==> config.mk <==
export PLATFORM = sky130hd
export DESIGN_NAME = ghost_walker
export DESIGN_NICKNAME = d
export VERILOG_FILES = /design/src/rtl/ghost_pkg.sv /design/src/rtl/ghost_neighbor.sv /design/src/rtl/ghost_walker.sv
export SDC_FILE = /design/constraint.sdc
export NUM_CORES = 1
export LEC_CHECK = 0
export BUFFER_PORTS_ARGS = -buffer_cell sky130_fd_sc_hd__buf_2
export CORE_UTILIZATION = 54
export CTS_CLUSTER_DIAMETER = 120
export DETAILED_ROUTE_END_ITERATION = 7
export PLACE_DENSITY = 0.76
export SLEW_MARGIN = 0
export SYNTH_ARGS = -nofsm -noshare
export SYNTH_HDL_FRONTEND = slang
export SYNTH_SLANG_ARGS = --single-unit
==> constraint.sdc <==
create_clock -name i_clk -period 3.4 [get_ports i_clk]
set_input_delay 0.68 -clock i_clk [delete_from_list [all_inputs] [get_ports i_clk]]
set_output_delay 0.68 -clock i_clk [all_outputs]
set_load 0.05 [all_outputs]
==> src/rtl/ghost_pkg.sv <==
// Shared ghost movement types: headings, relative turn codes and maze geometry.
// Imported by the ghost walker and by the neighbour-tile helper.
package ghost_pkg;

    typedef enum logic [1:0] {
        UP    = 2'd0,
        RIGHT = 2'd1,
        DOWN  = 2'd2,
        LEFT  = 2'd3
    } dir_t;

    typedef enum logic [1:0] {
        S_IDLE  = 2'd0,
        S_QUERY = 2'd1,
        S_NEXT  = 2'd2
    } walk_state_t;

    localparam logic [3:0] TURN_LEFT     = 4'd1;
    localparam logic [3:0] TURN_STRAIGHT = 4'd2;
    localparam logic [3:0] TURN_RIGHT    = 4'd3;

    localparam int MAZE_W     = 28;
    localparam int MAZE_H     = 31;
    localparam int TUNNEL_ROW = 14;

    // Heading offset (mod 4) for a turn code; unknown codes mean straight.
    function automatic logic [1:0] turn_offset(input logic [3:0] turn);
        logic [1:0] off;
        case (turn)
            TURN_LEFT:  off = 2'd3;
            TURN_RIGHT: off = 2'd1;
            default:    off = 2'd0;
        endcase
        return off;
    endfunction

endpackage

==> src/rtl/ghost_neighbor.sv <==
// Neighbouring tile in a given heading, with tunnel-row wrap on x.
// oor_o flags a neighbour that falls off the maze and does not wrap.
module ghost_neighbor
    import ghost_pkg::*;
#(
    parameter int MAP_W    = MAZE_W,
    parameter int MAP_H    = MAZE_H,
    parameter int TUNNEL_Y = TUNNEL_ROW
) (
    input  logic [4:0] x_i,
    input  logic [4:0] y_i,
    input  logic [1:0] dir_i,
    output logic [4:0] nx_o,
    output logic [4:0] ny_o,
    output logic       oor_o
);

    localparam logic [4:0] X_MAX = 5'(MAP_W - 1);
    localparam logic [4:0] Y_MAX = 5'(MAP_H - 1);
    localparam logic [4:0] TUN_Y = 5'(TUNNEL_Y);

    always_comb begin
        nx_o  = x_i;
        ny_o  = y_i;
        oor_o = 1'b0;
        case (dir_t'(dir_i))
            UP: begin
                if (y_i == 5'd0) oor_o = 1'b1;
                else             ny_o  = y_i - 5'd1;
            end
            DOWN: begin
                if (y_i >= Y_MAX) oor_o = 1'b1;
                else              ny_o  = y_i + 5'd1;
            end
            LEFT: begin
                if (x_i == 5'd0) begin
                    if (y_i == TUN_Y) nx_o  = X_MAX;
                    else              oor_o = 1'b1;
                end else begin
                    nx_o = x_i - 5'd1;
                end
            end
            RIGHT: begin
                if (x_i >= X_MAX) begin
                    if (y_i == TUN_Y) nx_o  = 5'd0;
                    else              oor_o = 1'b1;
                end else begin
                    nx_o = x_i + 5'd1;
                end
            end
            default: ;
        endcase
    end

endmodule

==> src/rtl/ghost_walker.sv <==
// Ghost mover: turns relative turn codes into legal tile moves by querying the
// maze map for each candidate heading until a free neighbour is found.
module ghost_walker
    import ghost_pkg::*;
#(
    parameter int START_X   = 13,
    parameter int START_Y   = 11,
    parameter int START_DIR = 3,
    parameter int MAP_W     = MAZE_W,
    parameter int MAP_H     = MAZE_H,
    parameter int TUNNEL_Y  = TUNNEL_ROW
) (
    input  logic       i_clk,
    input  logic       i_rst_n,
    input  logic       i_tick,
    input  logic [3:0] i_turn,
    output logic       o_map_req,
    output logic [4:0] o_map_x,
    output logic [4:0] o_map_y,
    input  logic       i_map_ack,
    input  logic       i_map_wall,
    output logic [4:0] o_x,
    output logic [4:0] o_y,
    output logic [1:0] o_dir,
    output logic       o_busy,
    output logic       o_moved,
    output logic       o_stuck
);

    localparam logic [4:0] RST_X   = 5'(START_X);
    localparam logic [4:0] RST_Y   = 5'(START_Y);
    localparam logic [1:0] RST_DIR = 2'(START_DIR);

    walk_state_t state_q;
    logic [4:0]  x_q;
    logic [4:0]  y_q;
    logic [1:0]  dir_q;
    logic [1:0]  turn_off_q;
    logic [2:0]  k_q;
    logic        moved_q;
    logic        stuck_q;

    logic [1:0]  cand_off;
    logic [1:0]  cand_dir;
    logic [4:0]  nb_x;
    logic [4:0]  nb_y;
    logic        nb_oor;
    logic        req;

    // Fallback order after the requested turn: straight, left, right, reverse.
    always_comb begin
        case (k_q)
            3'd0:    cand_off = turn_off_q;
            3'd1:    cand_off = 2'd0;
            3'd2:    cand_off = 2'd3;
            3'd3:    cand_off = 2'd1;
            default: cand_off = 2'd2;
        endcase
    end

    assign cand_dir = dir_q + cand_off;

    ghost_neighbor #(
        .MAP_W    (MAP_W),
        .MAP_H    (MAP_H),
        .TUNNEL_Y (TUNNEL_Y)
    ) u_neighbor (
        .x_i   (x_q),
        .y_i   (y_q),
        .dir_i (cand_dir),
        .nx_o  (nb_x),
        .ny_o  (nb_y),
        .oor_o (nb_oor)
    );

    // Handshake: o_map_req rises with a stable address and stays up, address
    // unchanged, until i_map_ack; i_map_wall is only looked at alongside the ack.
    // Off-map candidates never raise the request and count as a wall.
    assign req       = (state_q == S_QUERY) && !nb_oor;
    assign o_map_req = req;
    assign o_map_x   = req ? nb_x : 5'd0;
    assign o_map_y   = req ? nb_y : 5'd0;

    assign o_x     = x_q;
    assign o_y     = y_q;
    assign o_dir   = dir_q;
    assign o_busy  = (state_q != S_IDLE);
    assign o_moved = moved_q;
    assign o_stuck = stuck_q;

    always_ff @(posedge i_clk) begin
        if (!i_rst_n) begin
            state_q    <= S_IDLE;
            x_q        <= RST_X;
            y_q        <= RST_Y;
            dir_q      <= RST_DIR;
            turn_off_q <= 2'd0;
            k_q        <= 3'd0;
            moved_q    <= 1'b0;
            stuck_q    <= 1'b0;
        end else begin
            moved_q <= 1'b0;
            stuck_q <= 1'b0;
            case (state_q)
                S_IDLE: begin
                    if (i_tick) begin
                        turn_off_q <= turn_offset(i_turn);
                        k_q        <= 3'd0;
                        state_q    <= S_QUERY;
                    end
                end
                S_QUERY: begin
                    if (nb_oor) begin
                        state_q <= S_NEXT;
                    end else if (i_map_ack) begin
                        if (i_map_wall) begin
                            state_q <= S_NEXT;
                        end else begin
                            x_q     <= nb_x;
                            y_q     <= nb_y;
                            dir_q   <= cand_dir;
                            moved_q <= 1'b1;
                            state_q <= S_IDLE;
                        end
                    end
                end
                S_NEXT: begin
                    if (k_q == 3'd4) begin
                        stuck_q <= 1'b1;
                        state_q <= S_IDLE;
                    end else begin
                        k_q     <= k_q + 3'd1;
                        state_q <= S_QUERY;
                    end
                end
                default: state_q <= S_IDLE;
            endcase
        end
    end

endmodule

After elaboration in Yosys (flattened, before gate mapping)
Cells that the tools add are included. W data, S select, Z words.

Add/subtract/negate cells: 6. Reductions and logical operators: 15. $lt $le $gt $ge: 2. Multiplexer cells: 29. Bitwise operators: 5. Eq/ne operators: 15.

Operators with widths (count): $mux W5 (8); $pmux W5 S2 (2); $add A5 B1 Y5 const B (2); $ge A5 B5 Y1 const B (2); $logic_not A5 Y1 (2); $sub A5 B1 Y5 const B (2); $mux W1 (8); $mux W2 (4); $pmux W2 S4 (1); $eq A2 B2 Y1 const B (3); $eq A3 B2 Y1 const B (2); $mux W3 (2); $pmux W2 S3 (1); $pmux W3 S2 (1); $reduce_and A2 Y1 (3); $eq A5 B4 Y1 const B (1); $not A1 Y1 (5); $eq A2 B1 Y1 const B (2); $eq A4 B1 Y1 const B (1); $eq A4 B2 Y1 const B (1); $logic_not A2 Y1 (2); $ne A2 B2 Y1 const B (2); $pmux W1 S4 (1); $pmux W2 S2 (1); other kinds (12) (13).

Logic and storage cells: 80. Register bits after elaboration: 21.

Depth between registers and ports, before layout
Depth in word-level cells: 8. Mapped depth: 12. Depth with buffers taken out: 11.

Cells and area by module
From an unflattened synthesis, not the netlist that was laid out.

Cells, all modules: 224. Area total of the unflattened synthesis: 1710.4 um^2.

By module, submodules not included: ghost_walker (instances 1, cells each 124, area each 1054.8 um^2, sequential area each 420.4 um^2); ghost_neighbor (instances 1, cells each 100, area each 655.6 um^2, sequential area each 0.0 um^2).

Worst setup path after synthesis
Ideal clock, no wire load.

Kind: reg2out. From: reg y_q[0] (netlist: o_y[0]). To: out o_map_x[0]. Arrival time: 2880 ps. Setup slack: -160 ps. Cell stages (with the launch flop): 9. Cell sequence: dfxtp_1 > inv_1 > ha_1 > o2111ai_1 > nor2_1 > a311oi_4 > o21ai_0 > buf_2 > nor2_1.

Word-level cells in the longest chain between the ends: 7. Elaborated cells between the ends (all ways): 17.

Ends and longest elaborated chain: from (decl) (line ghost_walker.sv:36) `logic [4:0] y_q;`; from (signal assigned) (line ghost_walker.sv:120) `y_q <= nb_y;`; parallel branches: the longest is 6 deep, another holds $ge A5 B5 Y1; $mux W5 * (line ghost_walker.sv:81) `assign o_map_x = req ? nb_x : 5'd0;`; to (decl) (line ghost_walker.sv:18) `output logic [4:0] o_map_x,`.

Mark *: on every way between the ends.

Worst setup path after layout
From: reg k_q[1]. To: out o_map_x[2].

Word-level cells in the longest chain between the ends: 8. Elaborated cells between the ends (all ways): 15.

Ends and longest elaborated chain: from (decl) (line ghost_walker.sv:39) `logic [2:0] k_q;`; from (signal assigned) (line ghost_walker.sv:132) `k_q <= k_q + 3'd1;`; $eq A3 B2 Y1, or another cell as far along (line ghost_walker.sv:52) `case (k_q)`; $pmux W2 S4 * (line ghost_walker.sv:52); $add A2 B2 Y2 * (line ghost_walker.sv:61) `assign cand_dir = dir_q + cand_off;`; $eq A2 B1 Y1, or another cell as far along (line ghost_neighbor.sv:26) `case (dir_t'(dir_i))`; $pmux W1 S4 (line ghost_neighbor.sv:26); $logic_not A1 Y1 (line ghost_walker.sv:79) `assign req = (state_q == S_QUERY) && !nb_oor;`; $logic_and A1 B1 Y1 (line ghost_walker.sv:79); $mux W5 * (line ghost_walker.sv:81).

Every way passes the cells marked *; elsewhere a longest branch is shown, timed or not.

==> results.sh <==
export IMPL_crit_start="k_q[1]$_SDFFE_PN0P_"
export IMPL_skew_ns=0.00381
export IMPL_power_density_mw_per_mm2=275
export IMPL_num_rows=19
export IMPL_synth_compound_area_share_pct=27.1
export IMPL_synthTopCellsByArea="dfxtp_1 (25%), nor2_1 (7.9%), ha_1 (6.8%), a21oi_1 (3.9%), o21ai_0 (3.9%)"
export IMPL_grt_max_degree=16
export IMPL_drc=1
export IMPL_antenna_cells=0
export IMPL_grt_pass1_vias=1560
export IMPL_yosys_warnings=0
export IMPL_detail_route_first_pass_iterations=7
export IMPL_io_pins=35
export IMPL_grtUsageTotal_pct=26.8
export IMPL_grt_pass1_wl_microns=7000
export IMPL_overflow=0
export IMPL_hold_viol_final=0
export IMPL_layout_drive_gt1_share_pct=36.0
export IMPL_status="finished, violations left"
export IMPL_cts_tree="yes"
export IMPL_clockRootBuffer="clkbuf_4"
export IMPL_vias=1855
export IMPL_required_ns=2.72
export IMPL_synth_area_sq_mm=0.00166
export IMPL_slew_headroom_pct=51.6
export IMPL_gp_congestion=0.884
export IMPL_cts_made_buffers=3
export IMPL_syn2layout_area_growth_pct=32.6
export IMPL_cts_hold_buf=0
export IMPL_fin_nets=283
export IMPL_fin_area_sq_mm=0.00220
export IMPL_syn_inst=217
export IMPL_drt_iter0_drc=167
export IMPL_placed_area_sq_mm=0.00186
export IMPL_die_h_microns=57.4
export IMPL_clk_pin_slew_ns=0.14
export IMPL_die_area_sq_mm=0.00329
export IMPL_cp_arrival_ns=2.76
export IMPL_clockBufferDepth=2
export IMPL_synth_cell_types=51
export IMPL_pre_cts_ws_ns=0.0598
export IMPL_h_tree_depth=1
export IMPL_path_buf_inv=3
export IMPL_yosysTopAreaCellShare_pct=25.4
export IMPL_period_share_pct=101
export IMPL_ys_seq_elements=21
export IMPL_dp_hpwl_microns=2970
export IMPL_synthMuxAreaShare_pct=3.17
export IMPL_synth_avg_cell_area_sq_um=7.63
export IMPL_fmax_ghz=0.291
export IMPL_synth_main_ff_cell="dfxtp_1"
export IMPL_critPathLaunchType="register"
export IMPL_worst_slack_ns=-0.0373
export IMPL_ant_nets=0
export IMPL_wl_per_cell_microns=16.1
export IMPL_fillers=206
export IMPL_yosysTopAreaCell="dfxtp_1"
export IMPL_drv_cap=0
export IMPL_initial_utilization_pct=58.6
export IMPL_min_from="k_q[0]$_SDFFE_PN0P_"
export IMPL_hp_class="register to register"
export IMPL_p_leak_uw=0.000949
export IMPL_yosysSeqAreaShare_pct=25.4
export IMPL_slowest_delay_ns=0.37
export IMPL_io_buffers=34
export IMPL_synth_top_family_by_area="compound AO/OA/AOI/OAI gates"
export IMPL_crit_path_top_delay_cell="dfxtp_2"
export IMPL_fp_dieW_microns=57.4
export IMPL_cts_sinks=21
export IMPL_synthAdderAreaFrac_pct=6.80
export IMPL_rr_startpoint="k_q[1]$_SDFFE_PN0P_"
export IMPL_grt_antenna_before_repair=0
export IMPL_cp_end_kind="primary output"
export IMPL_via_per_inst=6.29
export IMPL_worst_slew_pin_transition_ns=0.721
export IMPL_synth_enable_flop_cells=0
export IMPL_synth_simple_area_share_pct=26.6
export IMPL_routed_wl_microns=4740
export IMPL_crit_type="register to primary output"
export IMPL_timing_final_crit_period_ns=3.44
export IMPL_synth_xor_area_share_pct=3.55
export IMPL_path_cells="inv_1 > ha_4 > a21oi_2 > nor2_1 > ha_2 > xnor2_4 > xnor2_4 > buf_6 > or3_1 > o21ai_2 > a22oi_2 > nor2_1 > buf_6"
export IMPL_core_sq_mm=0.00283
export IMPL_clock_latency_ns=0.32
export IMPL_setup_violations=1
export IMPL_peakVddDrop_uv=213
export IMPL_slew_viol_final=0
export IMPL_crit_fanout=6
export IMPL_violations="DRC, setup timing"
export IMPL_critPathTopFamily="simple AND/OR/NAND/NOR gates"
export IMPL_rsz0062_at_grt="true"
export IMPL_async_flop_share_pct=0
export IMPL_synthesis_nets=235
[cell type report]
| cell class | instances | area (sq um) | area share, % |
|---|---|---|---|
| flip-flops and latches | 21 | 423 | 19.2 |
| repair buffers | 58 | 428 | 19.5 |
| multi-input cells | 169 | 1230 | 56.2 |
| clock inverters | 1 | 5.00 | 0.228 |
| inverters | 12 | 45.0 | 2.05 |
| clock buffers | 3 | 22.5 | 1.03 |
| well taps | 31 | 38.8 | 1.77 |
[report_power, final]
part | switching [uW] | leakage (uW) | total, uW | internal [uW]
clock | 92.0 | 0.0000177 | 136 | 44.0
combinational | 127 | 0.000760 | 209 | 82.5
sequential | 7.31 | 0.000171 | 258 | 251
[cells by family after synthesis]
family          after synthesis
simple gates                 87
flops                        21
xor+xnor                      5
fa+ha+maj                     9
compound gates               63
buf+inv                      27
mux                           5
[registers in the layout (all words and copies together) (netlist names)]
signal / count
o_dir: 2
o_moved: 1
turn_off_q: 2
o_y: 5
o_stuck: 1
o_x: 5
state_q: 2
k_q: 3
[worst register-to-register path: stages, from the launching register on]
cell	delay [ns]
dfxtp_2	0.37
inv_1	0.08
ha_4	0.17
a21oi_2	0.12
nor2_1	0.06
ha_2	0.21
xnor2_4	0.24
xor2_2	0.15
a311oi_2	0.31
buf_4	0.19
o2111a_1	0.45
mux2i_1	0.23
and2_1	0.14
[per-stage QoR]
step / utilization, % / hold WS (ns) / TNS (ns) / total power, uW / cells
detailed placement: 65.9 / 0.476 / 0 / 421 / 277
finish: 77.7 / 0.518 / -0.0373 / 603 / 295
floorplan: - / 0.437 / -1.53 / 381 / 217
global route: 77.7 / 0.539 / -0.791 / 625 / 295
global placement: 65.9 / 0.471 / 0 / 420 / 277
CTS: 70.3 / 0.502 / 0 / 561 / 287
[cell usage in the layout (no fill, tap or decap), drive strengths merged, types with 2 or more instances in the layout]
cell type,n
nand2b,6
mux2,2
a221oi,2
nand3,9
inv,12
ha,9
a22oi,4
a311oi,3
o21a,2
nor2,35
o2111ai,2
a211oi,3
nor3,5
dfxtp,21
o221ai,3
and2,2
mux2i,3
o21ai,15
nor4b,2
nand2,13
nor2b,3
xnor2,4
o211ai,2
a21oi,13
o22ai,4
and3,3
a31oi,6
clkbuf,3
buf,58
[layer usage]
metal  GRT usage [%]  routed length [microns]  up-vias
met1            36.0                     1940      878
met5               0                        0        -
met4            5.23                      102        0
li1                -                        -      871
met2            46.3                     2340       96
met3            3.40                      352       10
[final timing paths]
check | endpoint | slack, ns | cells after the start
worst max-delay path | o_map_x[2] | -0.04 | 13
worst max register to register | o_y[2]$_SDFFE_PN0P_ | 0.64 | 12
worst min register to register | k_q[0]$_SDFFE_PN0P_ | 0.52 | 2
worst min-delay path | k_q[0]$_SDFFE_PN0P_ | 0.52 | 2
[synthesized netlist by cell type (2+ instances only)]
cell type   n
and2_1      2
nand3_1     9
o22ai_1     4
nor2_1     35
o211ai_1    2
a22oi_1     4
and3_1      3
xnor2_1     2
a221oi_1    2
nor2b_1     3
o221ai_1    3
xnor2_2     2
a21oi_1    13
nand2b_1    6
o21a_1      2
o21ai_1     2
o2111ai_1   2
dfxtp_1    21
nor3_1      5
a31oi_1     6
inv_1      12
nand2_1    13
mux2i_1     3
buf_2       8
a211oi_1    2
clkbuf_1    5
mux2_2      2
o21ai_0    13
ha_1        9
[what timing repair did]
action                     4_1_cts  5_1_grt
gates cloned                     0        1
setup buffers                    6        8
gates resized for setup         19       41
pin swaps                        5       18
setup endpoints to repair       11       11
(Power assumes the default switching activity.)
